**src/rtl/qspi_arb_pkg.sv**
```systemverilog
// Shared types and region decode for the two-master Wishbone to QSPI arbiter.
package qspi_arb_pkg;

  typedef enum logic [2:0] {IDLE, BUSY, RESP, DROP, HIT} arb_state_e;
  typedef enum logic {IBUS = 1'b0, DBUS = 1'b1} master_e;

  localparam int unsigned RAM_SEL_BIT_DEF = 24;

  // RAM lives where the selecting byte-address bit is set, ROM where it is clear
  function automatic logic is_ram(input logic [31:0] adr, input logic [4:0] sel_bit);
    return adr[sel_bit];
  endfunction

endpackage

```
**src/rtl/qspi_arb_ibuf.sv**
```systemverilog
// One-entry instruction buffer: tag is {region, word address}, refilled on every ibus memory read.
module qspi_arb_ibuf #(
  parameter int ADR_W = 22
) (
  input  logic             clk_i,
  input  logic             rst_i,
  input  logic [ADR_W:0]   lookup_tag,
  output logic             hit,
  output logic [31:0]      hit_data,
  input  logic             fill,
  input  logic [ADR_W:0]   fill_tag,
  input  logic [31:0]      fill_data,
  input  logic             inval,
  input  logic [ADR_W:0]   inval_tag
);

  logic             valid;
  logic [ADR_W:0]   tag;
  logic [31:0]      data;

  always_ff @(posedge clk_i) begin
    if (rst_i)
      valid <= 1'b0;
    else if (fill)
      valid <= 1'b1;
    else if (inval && inval_tag == tag)
      valid <= 1'b0;
  end

  always_ff @(posedge clk_i) begin
    if (fill) begin
      tag  <= fill_tag;
      data <= fill_data;
    end
  end

  assign hit      = valid && (lookup_tag == tag);
  assign hit_data = data;

endmodule

```
**src/rtl/wb_qspi_arb.sv**
```systemverilog
// Round-robin ibus/dbus arbiter in front of the QSPI memory controller.
// Optional instruction buffer enabled by defining QSPI_ARB_IBUF_EN.
module wb_qspi_arb
  import qspi_arb_pkg::*;
#(
  parameter int RAM_SEL_BIT = 24,
  parameter int ADR_W       = 22
) (
  input  logic              clk_i,
  input  logic              rst_i,
  input  logic              ibus_stb_i,
  input  logic [31:0]       ibus_adr_i,
  output logic              ibus_ack_o,
  output logic [31:0]       ibus_dat_o,
  input  logic              dbus_stb_i,
  input  logic              dbus_we_i,
  input  logic [3:0]        dbus_be_i,
  input  logic [31:0]       dbus_adr_i,
  input  logic [31:0]       dbus_dat_i,
  output logic              dbus_ack_o,
  output logic [31:0]       dbus_dat_o,
  output logic              mem_sel_rom_ram_o,
  output logic              mem_stb_o,
  output logic              mem_we_o,
  output logic [3:0]        mem_be_o,
  output logic [ADR_W-1:0]  mem_adr_o,
  output logic [31:0]       mem_dat_o,
  input  logic              mem_ack_i,
  input  logic [31:0]       mem_dat_i
);

  localparam logic [4:0] SEL_BIT = 5'(RAM_SEL_BIT);

  arb_state_e        state;
  master_e           last_grant;
  master_e           grant;
  logic              pick_dbus;
  logic              d_rom_write;
  logic              take_hit;
  logic [31:0]       ibuf_data;
  logic [ADR_W-1:0]  i_wadr;
  logic [ADR_W-1:0]  d_wadr;
  logic              unused_bits;

  assign i_wadr      = ibus_adr_i[ADR_W+1:2];
  assign d_wadr      = dbus_adr_i[ADR_W+1:2];
  assign unused_bits = ^{ibus_adr_i, dbus_adr_i};

  // With both requesting, the master not served last time wins
  assign pick_dbus   = dbus_stb_i && (!ibus_stb_i || last_grant == IBUS);
  assign d_rom_write = dbus_we_i && !is_ram(dbus_adr_i, SEL_BIT);

`ifdef QSPI_ARB_IBUF_EN
  logic ibuf_hit;
  logic ibuf_fill;
  logic ibuf_inval;

  assign ibuf_fill  = (state == BUSY) && mem_ack_i && (grant == IBUS);
  assign ibuf_inval = (state == IDLE) && !take_hit && pick_dbus && dbus_we_i &&
                      is_ram(dbus_adr_i, SEL_BIT);
  assign take_hit   = ibus_stb_i && ibuf_hit;

  qspi_arb_ibuf #(.ADR_W(ADR_W)) u_ibuf (
    .clk_i      (clk_i),
    .rst_i      (rst_i),
    .lookup_tag ({is_ram(ibus_adr_i, SEL_BIT), i_wadr}),
    .hit        (ibuf_hit),
    .hit_data   (ibuf_data),
    .fill       (ibuf_fill),
    .fill_tag   ({mem_sel_rom_ram_o, mem_adr_o}),
    .fill_data  (mem_dat_i),
    .inval      (ibuf_inval),
    .inval_tag  ({1'b1, d_wadr})
  );
`else
  assign take_hit  = 1'b0;
  assign ibuf_data = '0;
`endif

  always_ff @(posedge clk_i) begin
    if (rst_i) begin
      state             <= IDLE;
      last_grant        <= IBUS;
      grant             <= IBUS;
      ibus_ack_o        <= 1'b0;
      dbus_ack_o        <= 1'b0;
      mem_stb_o         <= 1'b0;
      mem_sel_rom_ram_o <= 1'b0;
      mem_we_o          <= 1'b0;
      mem_be_o          <= '0;
      mem_adr_o         <= '0;
      mem_dat_o         <= '0;
    end else begin
      case (state)
        IDLE: begin
          if (take_hit) begin
            ibus_ack_o <= 1'b1;
            state      <= HIT;
          end else if (pick_dbus) begin
            last_grant        <= DBUS;
            grant             <= DBUS;
            mem_sel_rom_ram_o <= is_ram(dbus_adr_i, SEL_BIT);
            mem_we_o          <= dbus_we_i;
            mem_be_o          <= dbus_be_i;
            mem_adr_o         <= d_wadr;
            mem_dat_o         <= dbus_dat_i;
            if (d_rom_write) begin
              dbus_ack_o <= 1'b1;
              state      <= DROP;
            end else begin
              mem_stb_o <= 1'b1;
              state     <= BUSY;
            end
          end else if (ibus_stb_i) begin
            last_grant        <= IBUS;
            grant             <= IBUS;
            mem_sel_rom_ram_o <= is_ram(ibus_adr_i, SEL_BIT);
            mem_we_o          <= 1'b0;
            mem_be_o          <= 4'hF;
            mem_adr_o         <= i_wadr;
            mem_stb_o         <= 1'b1;
            state             <= BUSY;
          end
        end
        BUSY: begin
          if (mem_ack_i) begin
            mem_stb_o <= 1'b0;
            if (grant == IBUS) ibus_ack_o <= 1'b1;
            else               dbus_ack_o <= 1'b1;
            state <= RESP;
          end
        end
        RESP, DROP, HIT: begin
          ibus_ack_o <= 1'b0;
          dbus_ack_o <= 1'b0;
          state      <= IDLE;
        end
        default: state <= IDLE;
      endcase
    end
  end

  // Read data registers carry no reset; they only change when a word is delivered
  always_ff @(posedge clk_i) begin
    if (!rst_i) begin
      if (state == BUSY && mem_ack_i) begin
        if (grant == IBUS) ibus_dat_o <= mem_dat_i;
        else               dbus_dat_o <= mem_dat_i;
      end else if (state == IDLE && take_hit) begin
        ibus_dat_o <= ibuf_data;
      end
    end
  end

endmodule

```
**config.mk**
```make
export PLATFORM = sky130hd
export DESIGN_NAME = wb_qspi_arb
export DESIGN_NICKNAME = d
export VERILOG_FILES = /design/src/rtl/qspi_arb_pkg.sv /design/src/rtl/qspi_arb_ibuf.sv /design/src/rtl/wb_qspi_arb.sv
export SDC_FILE = /design/constraint.sdc
export NUM_CORES = 1
export LEC_CHECK = 0
export CAP_MARGIN = 5
export CORE_MARGIN = 2
export CORE_UTILIZATION = 39
export CTS_CLUSTER_SIZE = 40
export DETAILED_ROUTE_END_ITERATION = 10
export PLACE_DENSITY = 0.81
export SLEW_MARGIN = 40
export SYNTH_ARGS = -nofsm -noshare
export SYNTH_HDL_FRONTEND = slang
export SYNTH_SLANG_ARGS = --single-unit
```
**constraint.sdc**
```tcl
create_clock -name clk_i -period 7.1 [get_ports clk_i]
set_input_delay 1.065 -clock clk_i [delete_from_list [all_inputs] [get_ports clk_i]]
set_output_delay 1.065 -clock clk_i [all_outputs]
set_load 0.1 [all_outputs]
```
==> impl_metrics.yaml <==
status:
  outcome: "finished clean"
setup_path:
  critPathMaxStageDelay_ps: 560
  start_kind: "input port"
  cp.buffers_inverters: 2
  critical_path.max_fanout: 39
  reg2reg_depth: 4
  crit_type: "in2reg"
  cp_slowest_cell: "clkdlybuf4s50_1"
  critical-path-top-delay-family: "buffers and inverters"
  critPathRequiredTime_ps: 7420
  path_depth: 5
  worstPathArrival_ps: 3050
  path_cells: "clkdlybuf4s50_1, a21boi_4, buf_4, nand2_1, a311oi_2"
  endpoint_kind: "flip-flop"
drt:
  wl_um: 13500
  drt_iter0_drc: 314
  routed_via_density: 5.22
  wl_per_cell_um: 17.1
  drc: 0
  antenna_left: 0
  vias: 4109
  dr.pass1.iters: 4
cts:
  h-tree-depth: 4
  cts_sinks: 130
  clkTransAtPathRegs_ps: 60
  cts-buffers-inserted: 17
  cts_root_buf: "clkbuf_16"
  clockBufferDepth: 2
  clock_latency_ps: 410
  holdBufCountCts: 0
  cts_tree: "built"
  postCtsResizedCells: 0
  postCtsSetupBuffers: 0
sta:
  max_freq_ghz: 0.366
  rsz0062_at_grt: "no"
  drv_slew: 0
  worst_pin_slew_ps: 786
  period_share_pct: 38.5
  finClkSkew_ps: 8.58
  slew_headroom_pct: 47.6
  tns_ps: 0
  setup_viol: 0
  hold_viol_final: 0
  fin_crit_ps: 2730
  layout_setup_ws_ps: 4370
logic_synthesis:
  synth_area_leaders: "edfxtp_1, dfxtp_1, a21oi_1"
  synth_seq_cells: 130
  yosysWarnings: 0
  synth_area_per_cell_sq_um: 12.3
  syn-num-nets: 529
  syn_area_sq_um: 4820
  yosysSeqAreaShare_pct: 67.3
  postSynthCellCount: 391
  synth_top_area_cell: "edfxtp_1"
  ys_types: 29
  synth.top_cell.area_share_pct: 39.9
place:
  port_buffers: 246
  placed_cell_area_sq_um: 6680
  pre_cts_slack_ps: 3990
  hpwl_um: 9470
  globalplace.congestion: 0.801
layout:
  drive_gt1_share_pct: 29.7
  num_antenna_cells: 0
  fin_nets: 765
  area_delta_synth_final_pct: 52.3
  final_cell_mix: "buf_2, clkdlybuf4s50_1, dfxtp_1, edfxtp_1, a21oi_1"
  final_common_cell: "buf_2"
  final_area_sq_um: 7340
global_route:
  grt_max_degree: 62
  grt_antenna_before_repair: 0
  grt_pass1_wl_um: 20600
  grt_usage_pct: 20.3
  grt_pass1_vias: 4058
  overflow: 0
floorplanning:
  initial_core_util_pct: 40.1
  row_count: 40
  die_area_sq_um: 13300
  fp.dieH_um: 115
  core-area_sq_um: 12000
  die_w_um: 115
  io_pins: 265
hold_path:
  min_path_type: "reg2reg"
  holdPathStages: 1
power_and_ir_drop:
  ir_worst_vdd_mv: 0.152
  power_density_nw_per_um2: 320
  power.leakage_nw: 2.89
  total_power_mw: 2.35
flow_run:
  maxCapViolations: 0
[where the power goes]
| group | switching (mW) | total (mW) | internal, mW |
|---|---|---|---|
| combinational | 0.402 | 0.530 | 0.127 |
| sequential | 0.0218 | 0.851 | 0.829 |
| clock | 0.311 | 0.968 | 0.657 |
| total | 0.735 | 2.35 | 1.61 |
[area by class of cell]
class / count / area, sq um
well taps: 147 / 184
multi-input cells: 223 / 1370
flip-flops and latches: 130 / 3240
inverters: 3 / 11.3
repair buffers: 252 / 1870
clock buffers: 18 / 429
clock inverters: 14 / 233
fillers: 952 / 4670
[sequential cells by signal, summed over array words and instances (netlist names)]
signal / cells
mem_we_o: 1
mem_stb_o: 1
mem_adr_o: 22
mem_dat_o: 32
state: 2
ibus_dat_o: 32
dbus_ack_o: 1
mem_sel_rom_ram_o: 1
ibus_ack_o: 1
mem_be_o: 4
dbus_dat_o: 32
grant: 1
[synthesized netlist by cell type, drive strengths merged]
| library cell | number |
|---|---|
| a211o | 1 |
| a21bo | 1 |
| a21boi | 2 |
| a21oi | 60 |
| a311oi | 23 |
| a31oi | 1 |
| buf | 29 |
| clkbuf | 6 |
| dfxtp | 66 |
| edfxtp | 64 |
| inv | 3 |
| nand2 | 48 |
| nand3 | 34 |
| nor2 | 6 |
| nor3 | 1 |
| nor4 | 1 |
| nor4b | 1 |
| o21a | 1 |
| o21ai | 35 |
| o221a | 4 |
| o221ai | 1 |
| or2 | 2 |
| or4b | 1 |
[worst paths after layout]
| check | startpoint | endpoint | slack [ps] |
|---|---|---|---|
| worst min register to register | ibus_ack_o | ibus_ack_o | 460 |
| worst max register to register | grant | mem_adr_o[9] | 5200 |
| worst min-delay path | ibus_ack_o | ibus_ack_o | 460 |
| worst max-delay path | dbus_stb_i | mem_adr_o[9] | 4370 |
[worst reg2reg max path, cell delays in order (launching register included)]
cell and delay (ps):
dfxtp_1 410, a21boi_4 500, buf_4 480, nand2_1 170, a311oi_2 270
[per-layer routing]
metal  GRT usage (%)  wire length [um]  vias up
li1                -                 -     1924
met1            22.9              5310     1952
met2            34.9              6720      217
met3            6.85              1250       16
met4            9.40               178        0
met5               0                 0        -
[logic make-up (layout without fill, tap and decap cells)]
group           count (synthesis)  after routing  share of synthesized area, %
buf+inv                        38            287                          4.91
simple gates                   94             94                          8.96
compound gates                129            129                          18.8
flops                         130            130                          67.3
[stage by stage]
stage / hold slack, ps / std cells / utilization (%)
after floorplan: 523 / 391 / -
after global placement: 453 / 755 / 60.8
after detailed placement: 449 / 755 / 55.6
after CTS: 468 / 787 / 61.1
after global routing: 492 / 787 / 61.1
final: 464 / 787 / 61.1
No activity file was read; power rests on OpenSTA's default activity.
